--- config.mk ---
export PLATFORM = sky130hd
export DESIGN_NAME = tff_bank_ctrl
export DESIGN_NICKNAME = d
export VERILOG_FILES = /design/src/rtl/tff_bank_ctrl.sv
export SDC_FILE = /design/constraint.sdc
export NUM_CORES = 1
export LEC_CHECK = 0
export CORE_MARGIN = 8
export CORE_UTILIZATION = 40
export CTS_CLUSTER_DIAMETER = 40
export DETAILED_ROUTE_END_ITERATION = 16
export GPL_TIMING_DRIVEN = 0
export SETUP_SLACK_MARGIN = 0.15
export SYNTH_ARGS = -nofsm -noshare
export SYNTH_HDL_FRONTEND = slang
export SYNTH_SLANG_ARGS = --single-unit
export TNS_END_PERCENT = 30
--- constraint.sdc ---
create_clock -name clk -period 4.69 [get_ports clk]
set_input_delay 1.407 -clock clk [delete_from_list [all_inputs] [get_ports clk]]
set_output_delay 1.407 -clock clk [all_outputs]
set_load 0.02 [all_outputs]
--- src/rtl/tff_bank_ctrl.sv ---
// tff_bank_ctrl: T flip-flop bank whose toggle enables are sequenced by a CLEAR/LOAD/UP/DOWN command FSM.
module tff_bank_ctrl #(
  parameter int WIDTH = 4
) (
  input  logic             clk,
  input  logic             rst,
  input  logic             start,
  input  logic [1:0]       op,
  input  logic [WIDTH-1:0] data,
  output logic [WIDTH-1:0] t_vec,
  output logic [WIDTH-1:0] q,
  output logic             busy,
  output logic             done
);
  typedef enum logic [1:0] {IDLE, RUN, DONE} state_t;
  state_t           r_state, w_nxt;
  logic [WIDTH-1:0] r_q, r_data, r_rem, w_up, w_dn, w_t;
  logic [1:0]       r_op;
  logic             w_acc, w_zero;
  assign w_up[0] = 1'b1;
  assign w_dn[0] = 1'b1;
  genvar i;
  for (i = 1; i < WIDTH; i++) begin : g_pfx
    assign w_up[i] = &r_q[i-1:0];
    assign w_dn[i] = ~|r_q[i-1:0];
  end
  always_comb begin
    w_acc  = start && (r_state != RUN);
    w_zero = op[1] && (data == '0);
    w_nxt  = (r_state == RUN) ? ((r_rem == WIDTH'(1)) ? DONE : RUN)
           : w_acc ? (w_zero ? DONE : RUN) : IDLE;
    w_t    = (r_state != RUN) ? '0
           : (r_op == 2'b00) ? r_q
           : (r_op == 2'b01) ? (r_q ^ r_data)
           : (r_op == 2'b10) ? w_up : w_dn;
  end
  always_ff @(posedge clk or posedge rst) begin
    if (rst) begin
      r_state <= IDLE;
      r_q     <= '0;
      r_op    <= '0;
      r_data  <= '0;
      r_rem   <= '0;
    end else begin
      r_state <= w_nxt;
      r_q     <= r_q ^ w_t;
      if (w_acc) begin
        r_op   <= op;
        r_data <= data;
        r_rem  <= op[1] ? data : WIDTH'(1);
      end else if (r_state == RUN) begin
        r_rem  <= r_rem - WIDTH'(1);
      end
    end
  end
  assign t_vec = w_t;
  assign q     = r_q;
  assign busy  = (r_state == RUN);
  assign done  = (r_state == DONE);
endmodule
; ---- After elaboration in Yosys (flattened, before gate mapping)
; Cells that the tools add are included.
; Widths: inputs -> output; s select.
[totals]
ff_bits = 16
out_inout_bits = 10
input_bits = 9
[classes]
muxes = 11
n_addsub = 1
n_reduce_logical = 12
n_eq_ne = 6
bitwise = 2
[op_table]
columns = operator, n
row1 = $mux 4, 7
row2 = $mux 2, 4
row3 = $xor 4x4->4, 2
row4 = $eq 2x1->1 const B, 2
row5 = $eq 2x2->1 const B, 2
row6 = $eq 4x1->1 const B, 1
row7 = $logic_not 4->1, 1
row8 = $sub 4x1->4 const B, 1
row9 = $logic_not 1->1, 3
row10 = $reduce_and 3->1, 1
row11 = $reduce_or 3->1, 1
row12 = $logic_and 1x1->1, 2
row13 = $logic_not 2->1, 1
row14 = $ne 2x1->1 const B, 1
row15 = $reduce_and 2->1, 1
row16 = $reduce_bool 2->1, 1
row17 = $reduce_or 2->1, 1

; ---- Longest topological paths before layout
[depth]
ltp_word = 7
depth_mapped = 5
ltp_nobuf = 5

; ---- Least setup slack after synthesis
; No wires, ideal clock.
[synth_path]
path_type = reg2out
from = register r_q[0], in the netlist q[0]
to = output port t_vec[3]
slack_ps = 1685
path_buffers = 0
arrival_ps = 1598
stages_incl_launch_ff = 4
required_time_ps = 3283
cell_sequence = dfrtp_1 -> or4b_1 -> a31oi_2 -> a21boi_1
[synth_via]
elab_chain_cells = 6
elab_cells_between_ends = 7
cone_classes = mux: 4 / reduce/logical: 3
[synth_rtl]
columns = item, line
row1 = from (decl), 17  ; logic [WIDTH-1:0] r_q, r_data, r_rem, w_up, w_dn, w_t;
row2 = from (signal assigned), 46  ; r_q <= r_q ^ w_t;
row3 = $reduce_or 3->1, 25  ; assign w_dn[i] = ~|r_q[i-1:0];
row4 = $logic_not 1->1, 25
row5 = $mux 4 (*), 35  ; : (r_op == 2'b10) ? w_up : w_dn;
row6 = $mux 4 (*), 34  ; : (r_op == 2'b01) ? (r_q ^ r_data)
row7 = $mux 4 (*), 33  ; : (r_op == 2'b00) ? r_q
row8 = $mux 4 (*), 32  ; w_t = (r_state != RUN) ? '0
row9 = to (decl), 10  ; output logic [WIDTH-1:0] t_vec,
; Every way passes the cells marked *; elsewhere a longest branch is shown, timed or not.

; ---- Final worst setup path
; Same ends and word-level chain as after synthesis.

==> Flow_metrics.wiki <==
{| class="wikitable"
! Metric !! Value
|-
| Status || completed
|-
| Fin area || 1230 um^2
|-
| Die X || 65.6 um
|-
| GRT Residual Overflow || 0
|-
| GR peak layer || met2
|-
| Hold Crit Class || flip-flop to flip-flop
|-
| Cell area after placement || 1190 um^2
|-
| Maximum fanout along the worst path || 5
|-
| Worst r2r path cells || 3
|-
| Die Footprint || 4310 um^2
|-
| Flop and latch count out of synthesis || 16
|-
| Fin cells || 146
|-
| Number of cells on the worst hold path || 1
|-
| Biggest cell delay along the critical path || 0.62 ns
|-
| Pin count of the biggest net entering global routing || 17
|-
| Buffer cell driving the clock tree root || clkbuf_4
|-
| Number of buffers and inverters on the critical path || 1
|-
| Startpoint Class || flip-flop
|-
| Worst path setup slack after routing || 1.02 ns
|-
| Post-CTS Repair Setup Buffers || 0
|-
| Routed wire length per instance || 14.9 um
|-
| Core Region || 2410 um^2
|-
| Vias per Instance || 5.62
|-
| Cts repair resizes || 0
|-
| Starting utilization of the core area || 40.9%
|-
| Setup repair after global routing missed its margin || no
|-
| Dpl cells || 142
|-
| Leading post-synthesis cells by cell area || dfrtp_1 41%, mux2_1 8.0%, mux2i_1 7.1%
|-
| Met1 Resource Use GR || 12.3%
|-
| Top delay family on crit path || buffers and inverters
|-
| Number of global-route vias before repair || 790
|-
| Boundary pin count || 19
|-
| Worst flop-to-flop path endpoint || q[3]$_DFF_PP0_
|-
| Async set-or-reset flop fraction in the synthesized netlist || 100%
|-
| Endpoint of the worst hold-timing path || r_data[3]$_DFFE_PP0N_
|-
| Max Cap Viol || 0
|-
| Final net count || 128
|-
| Fillers || 238
|-
| Worst setup timing slack at the placement stage || 1.33 ns
|-
| P_leak || 0.544 nW
|-
| Actual slew at the worst max-slew pin || 0.621 ns
|-
| Sink Count || 16
|-
| Library cell occupying the most area in the post-synthesis netlist || dfrtp_1
|-
| Most used standard cells in the synthesized netlist || 16 x dfrtp_1, 7 x mux2_1, 7 x mux2i_1
|-
| Library cell with the highest instance count after synthesis || dfrtp_1
|-
| Instance count of the mapped netlist || 95
|-
| Global-route total usage across every layer || 10.4%
|-
| Ys Warns || 0
|-
| Routed Wire Length || 2180 um
|-
| Via Count || 820
|-
| Launch point of the critical path || q[0]$_DFF_PP0_
|-
| Residual DRC count || 0
|-
| Standard-cell rows || 18
|-
| Number of enable-type register cells in the synthesized netlist || 0
|-
| Global Route met3 Usage || 2.38%
|-
| Slew Limit Headroom || 58.6%
|-
| CTS Buf Count || 3
|-
| Power per Cell Area || 762 nW/um^2
|-
| Final-report setup violation count || 0
|-
| Arrival time of the worst setup path || 2.27 ns
|-
| Post-Syn Nets || 106
|-
| Residual antenna-violating net count after detailed routing || 0
|-
| Number of input and output port buffers inserted || 17
|-
| Final period utilization || 78.4%
|-
| Detailed-router iteration count before antenna repair || 3
|-
| Average cell area after synthesis || 10.4 um^2
|-
| RePlAce Congestion || 0.744
|-
| Setup slack, reg-to-reg || 3.05 ns
|-
| Synthesis-to-finish area growth || 24.7%
|-
| Global Route met2 Usage || 17.9%
|-
| Setup Crit Path Kind || flip-flop to output pin
|-
| Final Max Tran Viols || 0
|-
| Post-layout min period || 3.67 ns
|-
| Number of antenna violations at the first check in global routing || 0
|-
| Buffers from clock root to sink, at most || 2
|-
| CTS Hold Buffers Added || 0
|-
| Peak Freq || 0.272 GHz
|-
| Combined area of all synthesized cells || 986 um^2
|-
| Final total negative setup slack || 0 ns
|-
| Share of the synthesized area in the top cell type || 40.6%
|-
| Die boundary height || 65.6 um
|-
| Clock transition at the registers of the reported paths || 0.09 ns
|-
| Total number of H-tree levels || 1
|-
| Clock tree from TritonCTS || done
|-
| Crit. End Element || output pin
|-
| Placed wire-length estimate after detailed placement || 1660 um
|-
| Power, Total || 937 uW
|-
| Final Hold Fails || 0
|-
| Layout cell share with drive strength beyond 1 || 10.3%
|-
| Cells traversed along the worst timing path || or4b_1 > a31oi_2 > a21boi_1 > clkdlybuf4s50_1
|-
| Layout Skew || 0.00765 ns
|-
| Global-route wire length before repair || 3660 um
|-
| Worst-skew pair later-pin latency || 0.29 ns
|-
| Share of synthesized area occupied by flip-flops and latches || 40.6%
|-
| Predominant post-synthesis flop cell || dfrtp_1
|-
| Slowest cell on the critical path || clkdlybuf4s50_1
|-
| Required time worst endpoint || 3.28 ns
|-
| Library cells used by synthesis || 39
|-
| Origin of the worst min-delay path || r_data[3]$_DFFE_PP0N_
|-
| Largest voltage drop on the vdd net || 397 uV
|-
| R2R Path Start || q[0]$_DFF_PP0_
|-
| Count of routing violations after the opening detailed-route iteration || 25
|-
| # diodes || 0
|}
-- how the worst max path moves through the flow --
stage                     endpoint  cells past startpoint
after floorplan           t_vec[3]                      3
after global placement    t_vec[3]                      4
after detailed placement  t_vec[3]                      4
after CTS                 t_vec[3]                      4
after global routing      t_vec[3]                      5
final                     t_vec[3]                      4
-- area by class of cell --
| class | instances | area (um^2) | area share [%] |
|---|---|---|---|
| Buffer | 7 | 31.3 | 2.54 |
| Timing Repair Buffer | 17 | 170 | 13.8 |
| Inverter | 6 | 22.5 | 1.83 |
| Sequential cell | 16 | 400 | 32.6 |
| Tap cell | 30 | 37.5 | 3.05 |
| Multi-Input combinational cell | 66 | 532 | 43.2 |
| Clock buffer | 4 | 36.3 | 2.95 |
-- kinds of logic after synthesis --
logic type               count (synthesis)  synth area share [%]
buffers and inverters                   13                  5.46
AND/OR/NAND/NOR                         24                  15.9
adder cells (fa/ha/maj)                  2                  2.54
multiplexers                            14                  15.1
XOR/XNOR                                 3                  2.67
flip-flops                              16                  40.6
AO/OA/AOI/OAI                           23                  17.8
-- metal layers --
metal,wire [um],part of all wire [%],vias to the layer above
met5,0,0,-
met3,98,4.5,4
met4,29,1.3,0
met2,1080,49,13
li1,-,-,390
met1,974,45,413
-- placed cells by master, fill, tap and decap left out, types with 3 or more instances in the layout --
| cell | n |
|---|---|
| mux2_1 | 7 |
| inv_1 | 3 |
| inv_2 | 3 |
| nor2b_1 | 4 |
| a21oi_1 | 4 |
| clkbuf_1 | 3 |
| mux2i_1 | 7 |
| clkbuf_4 | 3 |
| dfrtp_1 | 16 |
| buf_2 | 4 |
| nor3b_1 | 4 |
| xor2_1 | 3 |
| clkdlybuf4s50_1 | 17 |
| nand2_1 | 4 |
-- registers in the layout, summed over array words and instances, names as in the netlist --
register	cells
r_op	2
q	4
r_state	2
r_data	4
r_rem	4
-- power by group --
group	switching (mW)	internal, mW
logic	0.301	0.280
registers	0.0571	0.207
clock network	0.0445	0.0472
-- worst reg2reg max path, stage by stage, from the launching register on --
cell and delay [ns]:
dfrtp_1 0.42, or4b_1 0.55, a31oi_2 0.22, mux2_1 0.34
-- per-stage QoR --
stage / util [%] / hold slack (ns)
6_report: 51.0 / 0.520
5_1_grt: 51.0 / 0.540
4_1_cts: 51.0 / 0.526
3_5_place_dp: 49.5 / 0.503
3_3_place_gp: 49.5 / 0.488
2_1_floorplan: - / 0.465
Note: power is estimated with default switching activity, not from simulation.
==> RTL change 1: new RTL, same settings <==
Re-encode `state_t` (3 states) as one-hot, 3 bits wide.
--- a/src/rtl/tff_bank_ctrl.sv
+++ b/src/rtl/tff_bank_ctrl.sv
@@ -12,7 +12,7 @@
   output logic             busy,
   output logic             done
 );
-  typedef enum logic [1:0] {IDLE, RUN, DONE} state_t;
+  typedef enum logic [2:0] {IDLE = 3'b001, RUN = 3'b010, DONE = 3'b100} state_t;
   state_t           r_state, w_nxt;
   logic [WIDTH-1:0] r_q, r_data, r_rem, w_up, w_dn, w_t;
   logic [1:0]       r_op;
Function: same outputs for any inputs over 10 cycles, from zero or initial values and one cycle with rst high; not proved beyond that.
==> RTL change 1 against the unedited design <==
Worst setup slack got worse by 0.094 ns; wire length increased by 9.3%; first-iteration DRC count decreased by 44%; total power increased by 0.28%; maximum frequency decreased by 2.5%; sequential power increased by 4%; register-to-register slack got worse by 0.09 ns; global-route usage increased by 0.88 points; final area increased by 6.7%; synthesized area increased by 9.3%; sequential cell count increased by 1.
==> RTL change 1: results (changes against the unedited design) <==
.. list-table::
   :header-rows: 1

   * - Metric
     - Value
   * - Status
     - completed (unchanged)
   * - Synth cell count leaders
     - sky130_fd_sc_hd__dfrtp_1, sky130_fd_sc_hd__inv_1, sky130_fd_sc_hd__nand2_1 (was sky130_fd_sc_hd__dfrtp_1, sky130_fd_sc_hd__mux2_1, sky130_fd_sc_hd__mux2i_1)
   * - Source of the worst register-to-register timing path
     - q[1] (was q[0])
   * - Initial detailed-routing violation count
     - 14 (was 25)
   * - Number of detailed-route iterations in the first pass
     - 4 (was 3)
   * - Endpoint with the worst hold slack
     - r_data[3] (unchanged)
   * - Wire length of the first global-routing pass
     - 3960 microns (was 3660 microns)
   * - Sequential area share after synthesis
     - 0.396 (was 0.406)
   * - Global-route usage over all layers
     - 0.112 (was 0.104)
   * - Routed via count divided by cell count
     - 5.53 (was 5.62)
   * - Vias in the first global route
     - 826 (was 790)
   * - Area post-placement
     - 1290 sq um (was 1190 sq um)
   * - Number of nets in the layout
     - 137 (was 128)
   * - Synth cell types
     - 42 (was 39)
   * - Slew HR
     - 0.561 (was 0.586)
   * - Placed cells
     - 152 (was 142)
   * - Setup slack after placement
     - 1.21 ns (was 1.33 ns)
   * - Register Area
     - 427 sq um (was 400 sq um)
   * - Pin count of the biggest net entering global routing
     - 18 (was 17)
   * - Leakage power of the design
     - 0.602 nW (was 0.544 nW)
   * - Worst endpoint data arrival time
     - 2.36 ns (was 2.27 ns)
   * - Setup slack on the worst flop-to-flop path
     - 2.96 ns (was 3.05 ns)
   * - Net count after synthesis
     - 115 (was 106)
   * - Average wire per standard cell
     - 15.3 microns (was 14.9 microns)
   * - Largest cells by area after synthesis
     - sky130_fd_sc_hd__dfrtp_1, sky130_fd_sc_hd__mux2i_1, sky130_fd_sc_hd__mux2_4 (was sky130_fd_sc_hd__dfrtp_1, sky130_fd_sc_hd__mux2_1, sky130_fd_sc_hd__mux2i_1)
   * - Detailed Place HPWL
     - 1820 microns (was 1660 microns)
   * - Startpoint of the most critical hold path
     - r_data[3] (unchanged)
   * - Top fanout value on the critical path
     - 10 (was 5)
   * - Routability-driven placement congestion ratio
     - 0.764 (was 0.744)
   * - Ratio of cells with drive above 1 in the final layout
     - 0.176 (was 0.103)
   * - Final critical-path required period
     - 3.77 ns (was 3.67 ns)
RTL change 1: report_power, final:
group          leakage, nW  total (mW)  internal [mW]  switching [mW]
clock network       0.0150      0.0781         0.0330          0.0451
logic                0.385       0.586          0.289           0.297
registers            0.202       0.275          0.219          0.0558
RTL change 1: cell families (layout without fill, tap and decap cells):
kind of cell,after synthesis,in the layout,synth area share
buf+inv,16,37,0.0732
mux,13,13,0.143
flops,17,17,0.396
compound gates,22,22,0.167
xor+xnor,3,3,0.0244
fa+ha+maj,2,2,0.0232
simple gates,31,31,0.173
RTL change 1: area by class of cell:
cell class                 instances  share of cell area
sequential                        17               0.325
clock buffer                       4              0.0200
inverter                           8              0.0229
timing repair buffer              17               0.130
tap                               31              0.0296
multi-input combinational         71               0.436
buffer                             8              0.0372
RTL change 1: layer usage:
metal	global-route usage	wire length, microns
met1	0.134	1050
met2	0.186	1160
met3	0.0327	149
met4	0.0460	27
met5	0	0
==> RTL change 2: new RTL, config.mk and constraints unchanged <==
Without the edit above. Change the parameter `WIDTH` from 4 to 5.
--- a/src/rtl/tff_bank_ctrl.sv
+++ b/src/rtl/tff_bank_ctrl.sv
@@ -1,6 +1,6 @@
 // tff_bank_ctrl: T flip-flop bank whose toggle enables are sequenced by a CLEAR/LOAD/UP/DOWN command FSM.
 module tff_bank_ctrl #(
-  parameter int WIDTH = 4
+  parameter int WIDTH = 5
 ) (
   input  logic             clk,
   input  logic             rst,
Ports: changed (resized data, q and t_vec); port bits go from 19 to 22. The function was not compared with the original's and may differ.
==> RTL change 2 against the unedited design <==
Wire length grew 21%; count of clock-buffer cells in the layout is the same; largest cell class unchanged; synthesized area grew 14%; final area grew 14%; sequential cell count grew 3; critical path type unchanged; total power grew 18%; worst setup slack gained 0.012 ns; largest power group unchanged.
==> RTL change 2: results (changes against the unedited design) <==
.. list-table::
   :header-rows: 1

   * - Metric
     - Value
   * - Wire length on met1
     - 1260 microns (was 974 microns)
   * - CTS buffer count
     - 3 (unchanged)
   * - Highest ir drop seen on vdd
     - 0.511 mV (was 0.397 mV)
   * - Detailed Place HPWL
     - 1950 microns (was 1660 microns)
   * - Synth cell count leaders
     - sky130_fd_sc_hd__dfrtp_1, sky130_fd_sc_hd__nand2_1, sky130_fd_sc_hd__nor2_1 (was sky130_fd_sc_hd__dfrtp_1, sky130_fd_sc_hd__mux2_1, sky130_fd_sc_hd__mux2i_1)
   * - Largest cells by area after synthesis
     - sky130_fd_sc_hd__dfrtp_1, sky130_fd_sc_hd__mux2_1, sky130_fd_sc_hd__a21oi_1 (was sky130_fd_sc_hd__dfrtp_1, sky130_fd_sc_hd__mux2_1, sky130_fd_sc_hd__mux2i_1)
   * - Amount of wire on met3 after detailed routing
     - 121 microns (was 98 microns)
   * - Worst clock skew on the final layout
     - 0.00597 ns (was 0.00765 ns)
   * - Initial detailed-routing violation count
     - 38 (was 25)
   * - Top fanout value on the critical path
     - 9 (was 5)
   * - Number of detailed-route iterations in the first pass
     - 6 (was 3)
   * - Clk slew on worst S/H paths
     - 0.12 ns (was 0.09 ns)
   * - Slew HR
     - 0.487 (was 0.586)
   * - Global-route usage over all layers
     - 0.111 (was 0.104)
   * - Status
     - completed (unchanged)
   * - Total Routed Length
     - 2640 microns (was 2180 microns)
   * - FFs w/ async S/R, synth
     - 1.00 (unchanged)
   * - Vias in the first global route
     - 968 (was 790)
   * - Net count after synthesis
     - 132 (was 106)
   * - Routability-driven placement congestion ratio
     - 0.738 (was 0.744)
   * - Pin count of the biggest net entering global routing
     - 20 (was 17)
   * - Sequential area share after synthesis
     - 0.422 (was 0.406)
   * - Met2 WL
     - 1240 microns (was 1080 microns)
   * - Number of nets in the layout
     - 158 (was 128)
   * - Wire length of the first global-routing pass
     - 4570 microns (was 3660 microns)
   * - Leakage power of the design
     - 0.577 nW (was 0.544 nW)
-- RTL change 2: cell types whose count changed after synthesis, moves of 3 or more --
cell                      delta
sky130_fd_sc_hd__o21ai_0     +4
sky130_fd_sc_hd__nor2_1     +10
sky130_fd_sc_hd__mux2_2      +4
sky130_fd_sc_hd__dfrtp_1     +3
sky130_fd_sc_hd__a21oi_1     +5
sky130_fd_sc_hd__xnor2_1     +3
sky130_fd_sc_hd__nand2_1     +8
sky130_fd_sc_hd__nor3b_1     -4
sky130_fd_sc_hd__o21ai_1     +3
sky130_fd_sc_hd__mux2i_1     -6
-- RTL change 2: final timing paths --
check	start	end	slack [ns]	cells past startpoint
max	q[0]	t_vec[2]	1.03	5
min	r_data[3]	r_data[3]	0.51	1
max reg2reg	r_state[1]	r_data[4]	3.19	5
min reg2reg	r_data[3]	r_data[3]	0.51	1
max in group asynchronous	rst	q[1]	2.68	2
min in group asynchronous	rst	r_rem[0]	1.53	2
-- RTL change 2: layout make-up --
| cell class | count | area [sq um] |
|---|---|---|
| buffer | 7 | 42.5 |
| timing repair buffer | 21 | 210 |
| multi-input combinational | 88 | 587 |
| fill | 270 | 1310 |
| tap | 31 | 38.8 |
| clock buffer | 4 | 26.3 |
| sequential | 19 | 475 |
| inverter | 6 | 22.5 |
-- RTL change 2: logic make-up after synthesis --
group           share of synthesized area
flops                               0.422
fa+ha+maj                          0.0222
simple gates                        0.180
xor+xnor                           0.0466
buf+inv                            0.0577
mux                                 0.109
compound gates                      0.163
-- RTL change 2: metal layers --
metal  up-vias  global-route usage
met2        29               0.177
met4         0              0.0273
met1       468               0.142
met3         2              0.0343
met5         -                   0
li1        472                   -
-- RTL change 2: worst reg2reg max path, delay by kind of cell (launching register included) --
| kind | cells | cell delay (ns) |
|---|---|---|
| buffers and inverters | 2 | 0.38 |
| flip-flops | 1 | 0.39 |
| multiplexers | 1 | 0.34 |
| AND/OR/NAND/NOR | 2 | 0.27 |
-- RTL change 2: power breakdown --
| part | internal (mW) | leakage [nW] | switching [mW] |
|---|---|---|---|
| Clock | 0.0331 | 0.0150 | 0.0540 |
| Combinational | 0.332 | 0.335 | 0.377 |
| Sequential | 0.246 | 0.227 | 0.0649 |
-- RTL change 2: metrics by stage --
stage | setup slack (ns) | hold WS, ns | util | instances | cell area (sq um)
floorplan | 1.68 | 0.460 | - | 120 | 1130
global placement | 1.36 | 0.481 | 0.508 | 172 | 1380
detailed placement | 1.35 | 0.486 | 0.508 | 172 | 1380
CTS | 0.989 | 0.513 | 0.518 | 176 | 1400
global route | 0.907 | 0.538 | 0.518 | 176 | 1400
finish | 1.03 | 0.509 | 0.518 | 176 | 1400
